==> config.mk <==
export PLATFORM = sky130hd
export DESIGN_NAME = issue_stage_flat
export DESIGN_NICKNAME = d
export VERILOG_FILES = /design/src/rtl/issue_pkg.sv /design/src/rtl/issue_if.sv /design/src/rtl/reg_scoreboard.sv /design/src/rtl/issue_stage.sv /design/src/flat_wrapper.sv
export SDC_FILE = /design/constraint.sdc
export NUM_CORES = 1
export LEC_CHECK = 0
export CORE_UTILIZATION = 46
export DETAILED_ROUTE_END_ITERATION = 10
export PLACE_DENSITY_LB_ADDON = 0.05
export SYNTH_ARGS = -nofsm -noshare
export SYNTH_HDL_FRONTEND = slang
export SYNTH_SLANG_ARGS = --single-unit
export TNS_END_PERCENT = 50
==> constraint.sdc <==
create_clock -name i_clk -period 2.8 [get_ports i_clk]
set_input_delay 0.28 -clock i_clk [delete_from_list [all_inputs] [get_ports i_clk]]
set_output_delay 0.28 -clock i_clk [all_outputs]
set_load 0.005 [all_outputs]
==> src/rtl/issue_pkg.sv <==
// Shared definitions for the RV32I issue stage: opcode constants, the
// operand-usage record and the decoder that fills it from an instruction word.
package issue_pkg;

  localparam logic [6:0] OPC_R      = 7'b0110011;
  localparam logic [6:0] OPC_OPIMM  = 7'b0010011;
  localparam logic [6:0] OPC_LOAD   = 7'b0000011;
  localparam logic [6:0] OPC_STORE  = 7'b0100011;
  localparam logic [6:0] OPC_BRANCH = 7'b1100011;
  localparam logic [6:0] OPC_JAL    = 7'b1101111;
  localparam logic [6:0] OPC_JALR   = 7'b1100111;
  localparam logic [6:0] OPC_LUI    = 7'b0110111;
  localparam logic [6:0] OPC_AUIPC  = 7'b0010111;

  typedef struct packed {
    logic use_rs1;
    logic use_rs2;
    logic rd_we;
  } operand_use_t;

  // Which register fields an instruction reads/writes. rd == x0 never writes.
  function automatic operand_use_t decode_operands(input logic [31:0] instr);
    operand_use_t u;
    u = '0;
    case (instr[6:0])
      OPC_R: begin
        u.use_rs1 = 1'b1;
        u.use_rs2 = 1'b1;
        u.rd_we   = 1'b1;
      end
      OPC_OPIMM, OPC_LOAD, OPC_JALR: begin
        u.use_rs1 = 1'b1;
        u.rd_we   = 1'b1;
      end
      OPC_STORE, OPC_BRANCH: begin
        u.use_rs1 = 1'b1;
        u.use_rs2 = 1'b1;
      end
      OPC_JAL, OPC_LUI, OPC_AUIPC: begin
        u.rd_we = 1'b1;
      end
      default: ;
    endcase
    if (instr[11:7] == 5'd0) u.rd_we = 1'b0;
    return u;
  endfunction

endpackage

==> src/rtl/issue_if.sv <==
// Instruction handshake bundle around the issue stage: fetch -> issue
// (i_valid/i_instr/i_pc, o_ready) and issue -> EX (o_valid/o_instr/o_pc/
// o_rd/o_rd_we, i_ready). Names are seen from the issue stage.
// Modports: slave = issue stage, master = surrounding pipeline / bench.
interface issue_if #(
  parameter int unsigned XLEN = 32,
  parameter int unsigned AW   = 5
);
  logic            i_valid;
  logic [31:0]     i_instr;
  logic [XLEN-1:0] i_pc;
  logic            o_ready;
  logic            o_valid;
  logic            i_ready;
  logic [31:0]     o_instr;
  logic [XLEN-1:0] o_pc;
  logic [AW-1:0]   o_rd;
  logic            o_rd_we;

  modport slave (
    input  i_valid, i_instr, i_pc, i_ready,
    output o_ready, o_valid, o_instr, o_pc, o_rd, o_rd_we
  );

  modport master (
    output i_valid, i_instr, i_pc, i_ready,
    input  o_ready, o_valid, o_instr, o_pc, o_rd, o_rd_we
  );
endinterface

==> src/rtl/reg_scoreboard.sv <==
// Per-register pending-write scoreboard.
// Ports: i_clk/i_rst_n (async active-low), set (issue), clr (writeback),
// flush clear (killed instruction), three effective-pending lookups where a
// same-cycle writeback is already treated as complete.
module reg_scoreboard #(
  parameter int unsigned NREG = 32,
  parameter int unsigned AW   = $clog2(NREG)
) (
  input  logic            i_clk,
  input  logic            i_rst_n,
  input  logic            i_set_en,
  input  logic [AW-1:0]   i_set_idx,
  input  logic            i_clr_en,
  input  logic [AW-1:0]   i_clr_idx,
  input  logic            i_fclr_en,
  input  logic [AW-1:0]   i_fclr_idx,
  input  logic [AW-1:0]   i_idx_a,
  input  logic [AW-1:0]   i_idx_b,
  input  logic [AW-1:0]   i_idx_c,
  output logic            o_eff_a,
  output logic            o_eff_b,
  output logic            o_eff_c
);

  logic [NREG-1:0] pending_q, pending_d;
  logic [NREG-1:0] eff;

  always_comb begin
    eff = pending_q;
    if (i_clr_en) eff[i_clr_idx] = 1'b0;
  end

  assign o_eff_a = eff[i_idx_a];
  assign o_eff_b = eff[i_idx_b];
  assign o_eff_c = eff[i_idx_c];

  // Set is applied last so it wins over a same-register clear.
  always_comb begin
    pending_d = pending_q;
    if (i_fclr_en) pending_d[i_fclr_idx] = 1'b0;
    if (i_clr_en)  pending_d[i_clr_idx]  = 1'b0;
    if (i_set_en)  pending_d[i_set_idx]  = 1'b1;
    pending_d[0] = 1'b0;
  end

  always_ff @(posedge i_clk or negedge i_rst_n) begin
    if (!i_rst_n) pending_q <= '0;
    else          pending_q <= pending_d;
  end

endmodule

==> src/rtl/issue_stage.sv <==
// RV32I decode/issue stage in front of the register file.
// Ports: i_clk, i_rst_n (async active-low); bus (issue_if.slave) carries the
// fetch-side and EX-side handshakes; o_a1/o_a2 register-file read addresses;
// i_flush kills the held instruction; i_wb_we/i_wb_rd mirror the register-file
// write port and retire scoreboard entries.
// Optional: ISSUE_STALL_CNT_EN adds o_stall_cnt, a wrapping count of hazard
// stall cycles.
module issue_stage
  import issue_pkg::*;
#(
  parameter int unsigned XLEN = 32,
  parameter int unsigned NREG = 32,
  parameter int unsigned AW   = $clog2(NREG)
) (
  input  logic          i_clk,
  input  logic          i_rst_n,
  issue_if.slave        bus,
  output logic [AW-1:0] o_a1,
  output logic [AW-1:0] o_a2,
  input  logic          i_flush,
  input  logic          i_wb_we,
  input  logic [AW-1:0] i_wb_rd
`ifdef ISSUE_STALL_CNT_EN
  ,
  output logic [31:0]   o_stall_cnt
`endif
);

  logic            valid_q, valid_d;
  logic [31:0]     instr_q, instr_d;
  logic [XLEN-1:0] pc_q, pc_d;

  operand_use_t    in_use, held_use;
  logic [AW-1:0]   rs1, rs2, rd, held_rs1, held_rs2, held_rd;
  logic            eff1, eff2, eff3;
  logic            hazard, accept, flush_clr;

  assign in_use   = decode_operands(bus.i_instr);
  assign rs1      = bus.i_instr[15 +: AW];
  assign rs2      = bus.i_instr[20 +: AW];
  assign rd       = bus.i_instr[7 +: AW];

  // rd/rd_we of the held instruction are re-derived from the held word;
  // the all-zero reset word decodes to rd=0, rd_we=0.
  assign held_use = decode_operands(instr_q);
  assign held_rs1 = instr_q[15 +: AW];
  assign held_rs2 = instr_q[20 +: AW];
  assign held_rd  = instr_q[7 +: AW];

  assign hazard = bus.i_valid & ((in_use.use_rs1 & eff1) | (in_use.use_rs2 & eff2) |
                                 (in_use.rd_we & eff3));
  assign bus.o_ready = (~valid_q | bus.i_ready) & ~hazard & ~i_flush;
  assign accept      = bus.i_valid & bus.o_ready;

  // Only a live held instruction owns its pending bit; once it left for EX
  // the write will retire normally.
  assign flush_clr = i_flush & valid_q & held_use.rd_we;

  always_comb begin
    if (accept) begin
      o_a1 = rs1;
      o_a2 = rs2;
    end else begin
      o_a1 = held_use.use_rs1 ? held_rs1 : '0;
      o_a2 = held_use.use_rs2 ? held_rs2 : '0;
    end
  end

  always_comb begin
    valid_d = valid_q;
    instr_d = instr_q;
    pc_d    = pc_q;
    if (accept) begin
      valid_d = 1'b1;
      instr_d = bus.i_instr;
      pc_d    = bus.i_pc;
    end else if (i_flush || bus.i_ready) begin
      valid_d = 1'b0;
    end
  end

  always_ff @(posedge i_clk or negedge i_rst_n) begin
    if (!i_rst_n) begin
      valid_q <= 1'b0;
      instr_q <= '0;
      pc_q    <= '0;
    end else begin
      valid_q <= valid_d;
      instr_q <= instr_d;
      pc_q    <= pc_d;
    end
  end

  assign bus.o_valid = valid_q;
  assign bus.o_instr = instr_q;
  assign bus.o_pc    = pc_q;
  assign bus.o_rd    = held_rd;
  assign bus.o_rd_we = held_use.rd_we;

  reg_scoreboard #(
    .NREG (NREG),
    .AW   (AW)
  ) u_scoreboard (
    .i_clk      (i_clk),
    .i_rst_n    (i_rst_n),
    .i_set_en   (accept & in_use.rd_we),
    .i_set_idx  (rd),
    .i_clr_en   (i_wb_we),
    .i_clr_idx  (i_wb_rd),
    .i_fclr_en  (flush_clr),
    .i_fclr_idx (held_rd),
    .i_idx_a    (rs1),
    .i_idx_b    (rs2),
    .i_idx_c    (rd),
    .o_eff_a    (eff1),
    .o_eff_b    (eff2),
    .o_eff_c    (eff3)
  );

`ifdef ISSUE_STALL_CNT_EN
  logic [31:0] stall_cnt_q;

  always_ff @(posedge i_clk or negedge i_rst_n) begin
    if (!i_rst_n)    stall_cnt_q <= '0;
    else if (hazard) stall_cnt_q <= stall_cnt_q + 32'd1;
  end

  assign o_stall_cnt = stall_cnt_q;
`endif

endmodule

==> src/flat_wrapper.sv <==
// flat-port wrapper written by rule: the top's interface ports become plain ports
module issue_stage_flat import issue_pkg::*;
#(
  parameter int unsigned XLEN = 32,
  parameter int unsigned NREG = 32,
  parameter int unsigned AW   = $clog2(NREG)
)
  (i_clk, i_rst_n, o_a1, o_a2, i_flush, i_wb_we, i_wb_rd, bus_i_valid, bus_i_instr, bus_i_pc, bus_i_ready, bus_o_ready, bus_o_valid, bus_o_instr, bus_o_pc, bus_o_rd, bus_o_rd_we);
  issue_if #(.XLEN(XLEN), .AW(AW)) bus_i ();
  input  logic i_clk;
  input  logic i_rst_n;
  output logic [AW-1:0] o_a1;
  output logic [AW-1:0] o_a2;
  input  logic i_flush;
  input  logic i_wb_we;
  input  logic [AW-1:0] i_wb_rd;
  input wire logic [$bits(bus_i.i_valid)-1:0] bus_i_valid;
  input wire logic [$bits(bus_i.i_instr)-1:0] bus_i_instr;
  input wire logic [$bits(bus_i.i_pc)-1:0] bus_i_pc;
  input wire logic [$bits(bus_i.i_ready)-1:0] bus_i_ready;
  output wire logic [$bits(bus_i.o_ready)-1:0] bus_o_ready;
  output wire logic [$bits(bus_i.o_valid)-1:0] bus_o_valid;
  output wire logic [$bits(bus_i.o_instr)-1:0] bus_o_instr;
  output wire logic [$bits(bus_i.o_pc)-1:0] bus_o_pc;
  output wire logic [$bits(bus_i.o_rd)-1:0] bus_o_rd;
  output wire logic [$bits(bus_i.o_rd_we)-1:0] bus_o_rd_we;
  assign bus_i.i_valid = bus_i_valid;
  assign bus_i.i_instr = bus_i_instr;
  assign bus_i.i_pc = bus_i_pc;
  assign bus_i.i_ready = bus_i_ready;
  assign bus_o_ready = bus_i.o_ready;
  assign bus_o_valid = bus_i.o_valid;
  assign bus_o_instr = bus_i.o_instr;
  assign bus_o_pc = bus_i.o_pc;
  assign bus_o_rd = bus_i.o_rd;
  assign bus_o_rd_we = bus_i.o_rd_we;
  issue_stage #(.XLEN(XLEN), .NREG(NREG), .AW(AW)) u_core (.i_clk(i_clk), .i_rst_n(i_rst_n), .bus(bus_i), .o_a1(o_a1), .o_a2(o_a2), .i_flush(i_flush), .i_wb_we(i_wb_we), .i_wb_rd(i_wb_rd));
endmodule
==> results.yml <==
run_status:
  status: "finished, violations left"
  violations: "negative setup slack"
global_route:
  antenna_found_initial: 0
  grt_pass1_vias: 6599
  grt_usage_pct: 34.49
  overflow: 0
  grt_max_degree: 57
  grt_pass1_wl_um: 37120
yosys:
  synthesis.nets: 666
  synth_seq_cells: 96
  syn_inst: 591
  async_flop_share_pct: 100.0
  synth.largest_area_cell: "dfrtp_1"
  synth_top_area_share_pct: 38.04
  synth_edf_count: 0
  ys.flop_type: "dfrtp_1"
  synth_area_leaders: "dfrtp_1 (38%), mux2_4 (12%), mux2i_1 (4.8%)"
  synthTopCellsByCount: "dfrtp_1 (96), mux2_4 (50), o21ai_0 (44), nor2_1 (37), mux2i_1 (30)"
  netlist_area_sq_mm: 0.006315
  yosysMostFrequentCell: "dfrtp_1"
  ys_warn_count: 0
  ys_types: 73
  syn_avg_cell_area_sq_um: 10.68
  yosysSeqAreaShare_pct: 38.04
worst_setup_path:
  reg2regPathDepth: 12
  critical_path_required_ns: 2.52
  crit_arrival_ns: 2.93
  worstPathMaxFanout: 6
  r2r_end: "u_core.bus.o_instr[22]$_DFFE_PN0P_"
  path_class: "in2out"
  start_kind: "input port"
  reg2reg_slack_ns: -0.19
  crit-reg2reg-launch: "u_core.u_scoreboard.pending_q[15]$_DFF_PN0_"
  worst_setup_path_end_kind: "primary output"
run:
  cap_violations: 0
final_layout:
  drive_gt1_share_pct: 40.31
  syn2layout_area_growth_pct: 60.71
  final_net_count: 973
  antenna_cells: 0
  finalNonFillerCells: 1079
sta:
  finalHoldViolCount: 0
  max_slew.worst_pin.slew_ns: 0.5863
  finalCritPeriodShare_pct: 114.7
  finClkSkew_ns: 0.009148
  relSlewSlack_pct: 60.50
  maxSlewViolCount: 0
  fmax_mhz: 311.3
  setup_violations: 69
  rsz0062_at_grt: "true"
  fin_crit_ns: 3.212
  fin_ws_ns: -0.4124
worst_hold_path:
  whs_path_depth: 3
  hp-class: "in2reg"
  hold_end: "u_core.bus.o_instr[3]$_DFFE_PN0P_"
  min-delay-start: "bus_i_instr[3]"
routing:
  dr_wl_met3_um: 1960
  totalWireLength_um: 24270
  post_drt_wl_per_cell_um: 22.50
  drcViolationCount: 0
  wl_met2_um: 11440
  antenna_left: 0
  detail_route.first_pass.iterations: 5
  vias: 6489
  top_layer: "met4"
  drt_iter0_drc: 716
  wl_met1_um: 10010
  via_per_inst: 6.014
die:
  die_w_um: 119.2
  dieHeight_um: 119.2
  die-area_sq_mm: 0.01420
  start_util_pct: 47.50
  rows: 42
  fp.coreArea_sq_mm: 0.01330
  top_level_ports: 157
power_and_ir_drop:
  power.density_mw_per_mm2: 464.4
  p_leak_uw: 0.004481
  peakVddDrop_uv: 474.1
  swShare_pct: 28.76
  p_clk_share_pct: 30.1
  seqPwrFrac_pct: 36.7
  switchingPower_uw: 1355
  power_uw: 4713
  power.internal_uw: 3358
  pwr-share-comb_pct: 33.2
clock_network:
  clk_pin_slew_ns: 0.08
  clockBufferDepth: 2
  cts_buffers: 9
  clock-sinks: 96
  insertion_delay_ns: 0.36
  cts_tree: "built"
  htree_levels: 3
  clk_root_buffer_cell: "clkbuf_16"
placement:
  dpl.hpwl_um: 16940
  port_buffers: 156
  place.gp.congestion: 0.9516
  place_inst: 1037
[cells in the final DEF (no fill, tap or decap), types with 13 or more instances in the layout]
| cell | n |
|---|---|
| dfrtp_1 | 95 |
| nand2_1 | 20 |
| clkdlybuf4s50_1 | 129 |
| o22ai_1 | 13 |
| buf_4 | 161 |
| o21ai_0 | 26 |
| buf_6 | 24 |
| nor2_1 | 37 |
| mux2_4 | 69 |
| mux2i_1 | 30 |
[state kept, by name (all words and copies together) (netlist names)]
signal                         count
u_core.u_scoreboard.pending_q     31
u_core.bus.o_instr                32
u_core.bus.o_valid                 1
u_core.bus.o_pc                   32
[worst max-delay path, stage by stage]
cell	delay (ns)
clkdlybuf4s15_2	0.21
buf_6	0.13
or4b_4	0.59
buf_4	0.17
a22oi_1	0.14
and4_4	0.26
nor4_4	0.05
nor4_4	0.31
and2_4	0.24
buf_12	0.13
mux2_4	0.30
buf_6	0.11
[through the flow]
stage / setup WS (ns) / hold WS (ns) / util (%) / area [sq um] / TNS [ns]
after global placement: -0.9803 / 0.3015 / 68.16 / 9062 / -68.98
after CTS: -0.4499 / 0.4284 / 75.86 / 10090 / -20.69
after floorplan: -0.06360 / -0.01559 / - / 6352 / -0.3816
after global routing: -0.4827 / 0.3226 / 76.33 / 10150 / -17.56
after detailed placement: -1.033 / 0.3099 / 68.16 / 9062 / -74.67
final: -0.4124 / 0.2914 / 76.33 / 10150 / -12.17
[routing by layer]
metal,global-route usage [%],vias up
met5,0,-
met4,13.53,0
met3,5.891,72
met2,55.27,369
met1,46.37,3194
li1,-,2854
[kinds of logic (layout without fill, tap and decap cells)]
| kind of cell | count (synthesis) | in the layout | share of synthesized area [%] |
|---|---|---|---|
| AND/OR/NAND/NOR | 170 | 170 | 16.27 |
| flip-flops | 96 | 96 | 38.04 |
| XOR/XNOR | 6 | 6 | 0.8323 |
| AO/OA/AOI/OAI | 143 | 143 | 15.93 |
| multiplexers | 107 | 107 | 21.99 |
| buffers and inverters | 69 | 381 | 6.935 |
[worst max path at each step]
stage,start,end,slack [ns]
3_3_place_gp,bus_i_instr[7],o_a2[2],-0.98
6_report,i_wb_rd[2],o_a2[4],-0.41
5_1_grt,u_core.u_scoreboard.pending_q[11]$_DFF_PN0_,o_a2[2],-0.48
2_1_floorplan,i_wb_rd[4],o_a1[1],-0.06
4_1_cts,u_core.u_scoreboard.pending_q[15]$_DFF_PN0_,o_a1[4],-0.45
3_5_place_dp,i_wb_rd[2],o_a2[4],-1.03
[repair_timing]
| action | 4_1_cts | 5_1_grt |
|---|---|---|
| hold buffers | 1 | 0 |
| pin swaps | 22 | 16 |
| endpoints found under the hold margin | 40 | 0 |
| gates resized for setup | 163 | 33 |
| cloned | 8 | 0 |
| buffers inserted | 23 | 7 |
| endpoints found under the setup margin | 104 | 106 |
[power by group through the flow]
stage	Sequential (uW)	Combinational (uW)	Clock, uW
floorplan	1730	602	0
global placement	1730	1380	0
detailed placement	1740	1400	0
CTS	1720	1530	1420
global route	1750	1650	1490
finish	1730	1570	1420
[layout make-up]
type | count | area, sq um
multi-input combinational | 426 | 3790
fill | 919 | 3147
tap | 176 | 220.2
inverter | 12 | 45.04
clock buffer | 9 | 225.2
sequential | 96 | 2404
timing repair buffer | 353 | 3356
clock inverter | 7 | 108.9
No activity file was read; power rests on OpenSTA's default activity.
